===== config.mk =====
export PLATFORM = sky130hd
export DESIGN_NAME = cond_logic
export DESIGN_NICKNAME = d
export VERILOG_FILES = /design/src/rtl/cond_logic.sv
export SDC_FILE = /design/constraint.sdc
export NUM_CORES = 1
export LEC_CHECK = 0
export CORE_AREA = 2 2 39 41
export DETAILED_ROUTE_END_ITERATION = 6
export DIE_AREA = 0 0 41 43
export GPL_ROUTABILITY_DRIVEN = 0
export PLACE_DENSITY = 0.82
export SYNTH_ARGS = -nofsm -noshare
export SYNTH_HDL_FRONTEND = slang
export SYNTH_SLANG_ARGS = --single-unit

===== constraint.sdc =====
create_clock -name clk -period 2.5 [get_ports clk]
set_input_delay 0.5 -clock clk [delete_from_list [all_inputs] [get_ports clk]]
set_output_delay 0.5 -clock clk [all_outputs]
set_load 0.02 [all_outputs]

===== src/rtl/cond_logic.sv =====
// Conditional-execution unit: evaluates the instruction condition field
// against the architectural flag register, gates the write enables coming
// from the main FSM, and updates the {N,Z} / {C,V} flag groups.
module cond_logic (
   input  logic       clk,
   input  logic       reset,
   input  logic [3:0] Cond,
   input  logic [3:0] ALUFlags,
   input  logic [1:0] FlagW,
   input  logic       PCS,
   input  logic       NextPC,
   input  logic       RegW,
   input  logic       MemW,
   output logic       PCWrite,
   output logic       RegWrite,
   output logic       MemWrite,
   output logic [3:0] Flags
);

   logic [1:0] flags_nz_q, flags_nz_d;
   logic [1:0] flags_cv_q, flags_cv_d;
   logic       cond_ex_dly_q, cond_ex_dly_d;
   logic       cond_base;
   logic       cond_ex;
   logic [1:0] flag_write;
   logic       n, z, c, v;

   assign Flags = {flags_nz_q, flags_cv_q};
   assign n     = flags_nz_q[1];
   assign z     = flags_nz_q[0];
   assign c     = flags_cv_q[1];
   assign v     = flags_cv_q[0];

   // Condition evaluation: even codes give the base test, odd codes its
   // complement; 4'b1111 is treated as unconditional like AL.
   always_comb begin
      cond_base = 1'b0;
      case (Cond[3:1])
         3'b000:  cond_base = z;
         3'b001:  cond_base = c;
         3'b010:  cond_base = n;
         3'b011:  cond_base = v;
         3'b100:  cond_base = c & ~z;
         3'b101:  cond_base = ~(n ^ v);
         3'b110:  cond_base = ~z & ~(n ^ v);
         default: cond_base = 1'b1;
      endcase
      cond_ex = (Cond == 4'b1111) ? 1'b1 : (cond_base ^ Cond[0]);
   end

   // Next-state for the flag groups and the delayed condition bit.
   always_comb begin
      flag_write    = FlagW & {cond_ex, cond_ex};
      flags_nz_d    = flag_write[1] ? ALUFlags[3:2] : flags_nz_q;
      flags_cv_d    = flag_write[0] ? ALUFlags[1:0] : flags_cv_q;
      cond_ex_dly_d = cond_ex;
   end

   // Flag register and delayed condition; async active-low clear discards
   // any pending update.
   always_ff @(posedge clk or negedge reset) begin
      if (!reset) begin
         flags_nz_q    <= 2'b00;
         flags_cv_q    <= 2'b00;
         cond_ex_dly_q <= 1'b0;
      end else begin
         flags_nz_q    <= flags_nz_d;
         flags_cv_q    <= flags_cv_d;
         cond_ex_dly_q <= cond_ex_dly_d;
      end
   end

   // Write enables gated by the previous cycle's condition; fetch forces PC.
   always_comb begin
      RegWrite = RegW & cond_ex_dly_q;
      MemWrite = MemW & cond_ex_dly_q;
      PCWrite  = (PCS & cond_ex_dly_q) | NextPC;
   end

endmodule


[Word level (Yosys, flattened, before mapping)]
Index checks and enable logic that the tools add are counted.
Storage, ports and cells
  bits in writable memories: 0
  bits in read-only memories: 0
  memories kept: 0
  bits in registers: 5
  logic and storage cells: 24
  bits in latches: 0
  output and inout bits: 7
  input bits: 16
Operators by class
  equality and inequality tests: 7
  shift operators: 0
  divide/modulo/power cells: 0
  bitwise gates (word level): 11
  add/sub/neg operators: 0
  mux-type cells: 2
  reduce and logical (&&, ||, !) cells: 1
  $mul: 0
  order comparisons: 0
Operators with widths (number)
  3-bit == test (second input constant): 3
  1-bit case mux with 7 select lines: 1
  3-bit by 2-bit == test with 1-bit output (second input constant): 2
  1-bit AND: 5
  4-bit == test (second input constant): 1
  3-bit by 1-bit == test with 1-bit output (second input constant): 1
  3-bit zero test: 1
  2-bit AND: 1
  1-bit inverter: 2
  1-bit bitwise XOR: 2
  1-bit 2-to-1 mux: 1
  1-bit bitwise OR: 1

[Depth between registers and ports, before layout]
  depth after elaboration: 7
  mapped depth: 7
  gate-level depth less buffers: 5

[Worst setup path before layout]
OpenSTA, ideal clock, no wires.
  kind: input -> register
  start point: in Cond[1]
  end point: reg flags_cv_q[1]
  arrival: 1.867 ns
  data required time: 2.371 ns
  cell stages on the path: 7
  setup time: 0.129 ns
  setup slack: 0.505 ns
  path through: buf_6 -> or3b_1 -> a21oi_2 -> or2_1 -> buf_6 -> o311ai_2 -> a2111o_1
Between the ends
  cells in the longest elaborated chain, start to end: 5
  elaborated cells on any way between the ends: 12
Ends and longest elaborated chain
  from (decl): line 7  | input logic [3:0] Cond,
  3-bit == test (tied with other cells): line 38  | case (Cond[3:1])
  1-bit case mux with 7 select lines: line 38
  1-bit bitwise XOR: line 48  | cond_ex = (Cond == 4'b1111) ? 1'b1 : (cond_base ^ Cond[0]);
  1-bit 2-to-1 mux *: line 48
  2-bit AND *: line 53  | flag_write = FlagW & {cond_ex, cond_ex};
  to (signal assigned): line 68  | flags_cv_q <= flags_cv_d;
  to (decl): line 21  | logic [1:0] flags_cv_q, flags_cv_d;
Mark *: on every way between the ends. The rest lies on a longest branch, timed or not.
A chain may end at the register's enable or synchronous reset.

[Final worst setup path]
  start point: in Cond[1]
  end point: reg flags_nz_q[0]
Between the ends
  cells in the longest elaborated chain, start to end: 5
  elaborated cells on any way between the ends: 12
Ends and longest elaborated chain
  3-bit == test (tied with other cells): line 38
  1-bit case mux with 7 select lines: line 38
  1-bit bitwise XOR: line 48
  1-bit 2-to-1 mux *: line 48
  2-bit AND *: line 53
  to (signal assigned): line 67  | flags_nz_q <= flags_nz_d;
  to (decl): line 20  | logic [1:0] flags_nz_q, flags_nz_d;
Marked as above.

==> results_dict.tcl <==
set metrics [dict create \
    placedCellCount 97 \
    pre_cts_slack_ns -0.0886 \
    grt_pass1_vias 609 \
    grt_max_degree 9 \
    synthMuxAreaShare_pct 4.06 \
    synthToLayoutAreaGrowth_pct 57.1 \
    ctsResizeCount 0 \
    required_ns 2.62 \
    die_h_um 43 \
    skew_ns 0.00564 \
    portBuffers 22 \
    start_util_pct 35.6 \
    num_vias 635 \
    routedWlPerCell_um 16.3 \
    leakage_nw 0.316 \
    synth_top_area_cell "dfrtp_1" \
    hold_class "input pin to asynchronous set/reset pin" \
    seq_power_share_pct 27.4 \
    end_kind "flop" \
    syn-cell-area_um2 493 \
    track_usage_pct 20.9 \
    synth_nets 72 \
    maxSlewViolCount 0 \
    slew-limit-headroom_pct 65.5 \
    hpwl_um 1290 \
    rsz0062_at_grt "no" \
    p_switching_uw 262 \
    root_buffer "clkbuf_4" \
    netlist_instances 56 \
    sw_frac_of_total_pct 41.8 \
    htree_levels 1 \
    finish.utilization_pct 56.0 \
    fin_crit_ns 2.38 \
    worstSkewPairLatency_ns 0.25 \
    synth_xor_area_share_pct 1.78 \
    cts-buffers-inserted 3 \
    core-area_um2 1380 \
    hold_buffers 0 \
    max_cap_viol_count 0 \
    drc 0 \
    rows 14 \
    postRouteAntennaNets 0 \
    drive_gt1_share_pct 15.3 \
    path_max_fanout 6 \
    worst_slack_ns 0.122 \
    synthAdderAreaFrac_pct 0 \
    r2r-start "flags_nz_q[0]" \
    combPwrFrac_pct 57.3 \
    grt_pass1_wl_um 2420 \
    arrival_ns 2.50 \
    hold_viol_final 0 \
    final_cell_area_um2 774 \
    multi_input_area_um2 338 \
    placed_area_um2 748 \
    drt-initial-drc-count 24 \
    routed_wl_um 1650 \
    power_density_nw_per_um2 809 \
    clkPwrFrac_pct 15.3 \
    antenna_cells 0 \
    viasPerCell 6.29 \
    synth_area_leaders "dfrtp_1, a2111o_1, o311ai_2" \
    r2r_end "flags_nz_q[0]" \
    peakVddDrop_v 0.000394 \
    cts_tree "built" \
    clock_sinks 5 \
    reg2reg_depth 5 \
    tightestPinTransition_ns 0.511 \
    synthSimpleGateAreaFrac_pct 23.4 \
    fin_nets 102 \
    crit_path_start_kind "input pin" \
    regArea_um2 125 \
    rrSetupSlack_ns 0.50 \
    p_int_uw 364 \
    synth_cell_types 26 \
    power_uw 627 \
    synth_seq_area_share_pct 25.4 \
    postCtsSetupRepairBufs 0 \
    outcome "finished, final reports clean" \
    hold_slack_ns 0.483 \
    antenna_found_initial 0 \
    synth_compound_area_share_pct 39.3 \
    synth_top_family_by_area "compound AO/OA/AOI/OAI gates" \
    yosys.area.top_type_share_pct 25.4 \
    worstSetupPathType "input pin to flop" \
    n_fill_cell 134 \
    setup_tns_ns 0 \
    setup_violations 0 \
    drt_first_pass_iters 4 \
    clkTransAtPathRegs_ns 0.05 \
    die_area_um2 1760 \
    timing.fmax_ghz 0.421 \
    die_width_um 41 \
    finalNonFillerCells 101 \
    ys_warn_count 0 \
    pin_count 23 \
    cp-startpoint "Cond[1]" \
    overflow 0 \
    clockBufferDepth 2 \
    ys_ff_latch 5 \
    syn_area_per_cell_um2 8.80 \
    finalCritPeriodShare_pct 95.1 \
]
==> worst max-delay path by stage <==
stage / cells past startpoint / to / slack (ns)
CTS: 6 / flags_nz_q[0] / 0.16
floorplan: 7 / flags_cv_q[1] / 0.50
global placement: 6 / flags_nz_q[1] / -0.006
detailed placement: 6 / flags_nz_q[0] / -0.09
global route: 5 / flags_nz_q[0] / 0.06
finish: 6 / flags_nz_q[0] / 0.12
==> cells by family (layout without fill, tap and decap cells) <==
group / count (synthesis) / in the layout
buf+inv: 4 / 33
mux: 2 / 2
flops: 5 / 5
compound gates: 21 / 21
xor+xnor: 1 / 1
simple gates: 23 / 23
==> state kept, by name, indices dropped and copies added (netlist names) <==
name and count:
flags_nz_q 2, flags_cv_q 2, cond_ex_dly_q 1
==> critical path, cell delays in order <==
cell and delay, ns:
clkdlybuf4s50_1 0.51, or3b_1 0.43, a21oi_2 0.20, or2_1 0.28
o311ai_2 0.13, a2111o_1 0.44
==> synthesized netlist by cell type <==
| master | count |
|---|---|
| a32oi_1 | 3 |
| o311ai_2 | 2 |
| nor2b_1 | 1 |
| nand2b_1 | 1 |
| o41ai_1 | 1 |
| a2111o_1 | 4 |
| and2_1 | 2 |
| inv_1 | 2 |
| nor3_1 | 4 |
| a2bb2oi_1 | 1 |
| and3_2 | 1 |
| or3b_1 | 1 |
| a21o_2 | 1 |
| a22oi_1 | 1 |
| a21o_1 | 1 |
| a21oi_2 | 1 |
| mux2i_1 | 2 |
| buf_6 | 2 |
| o211ai_1 | 2 |
| nand3_1 | 2 |
| or2_1 | 1 |
| nor2_1 | 6 |
| dfrtp_1 | 5 |
| o22ai_1 | 4 |
| nand2_1 | 4 |
| xor2_1 | 1 |
==> power groups by stage <==
| stage | combinational [mW] | sequential (mW) | clock, mW |
|---|---|---|---|
| 2_1_floorplan | 0.165 | 0.200 | 0 |
| 3_3_place_gp | 0.344 | 0.173 | 0 |
| 3_5_place_dp | 0.354 | 0.174 | 0 |
| 4_1_cts | 0.356 | 0.171 | 0.0993 |
| 5_1_grt | 0.384 | 0.176 | 0.105 |
| 6_report | 0.359 | 0.172 | 0.0956 |
==> placed cells by master (no fill, tap or decap) <==
master           instances
a2111o_1                 4
a21o_1                   1
a21o_2                   1
a21oi_2                  1
a22oi_1                  1
a2bb2oi_1                1
a32oi_1                  3
and2_1                   2
and3_2                   1
buf_4                    5
clkbuf_1                 1
clkbuf_4                 3
clkdlybuf4s50_1         22
dfrtp_1                  5
inv_1                    2
mux2i_1                  2
nand2_1                  4
nand2b_1                 1
nand3_1                  2
nor2_1                   6
nor2b_1                  1
nor3_1                   4
o211ai_1                 2
o22ai_1                  4
o311ai_2                 2
o41ai_1                  1
or2_1                    1
or3b_1                   1
xor2_1                   1
==> layout make-up <==
class | instances | share of cell area (%)
multi-input cells | 47 | 43.6
repair buffers | 27 | 33.3
flip-flops and latches | 5 | 16.2
inverters | 2 | 0.969
clock buffers | 4 | 3.39
well taps | 16 | 2.58
==> routing by layer <==
metal / part of all wire, % / track usage, % / up-vias
met1: 40 / 21.1 / 299
li1: - / - / 286
met5: 0 / 0 / -
met3: 6.6 / 8.38 / 10
met2: 50 / 33.8 / 40
met4: 4.0 / 12.7 / 0
Note: power is estimated with default switching activity, not from simulation.
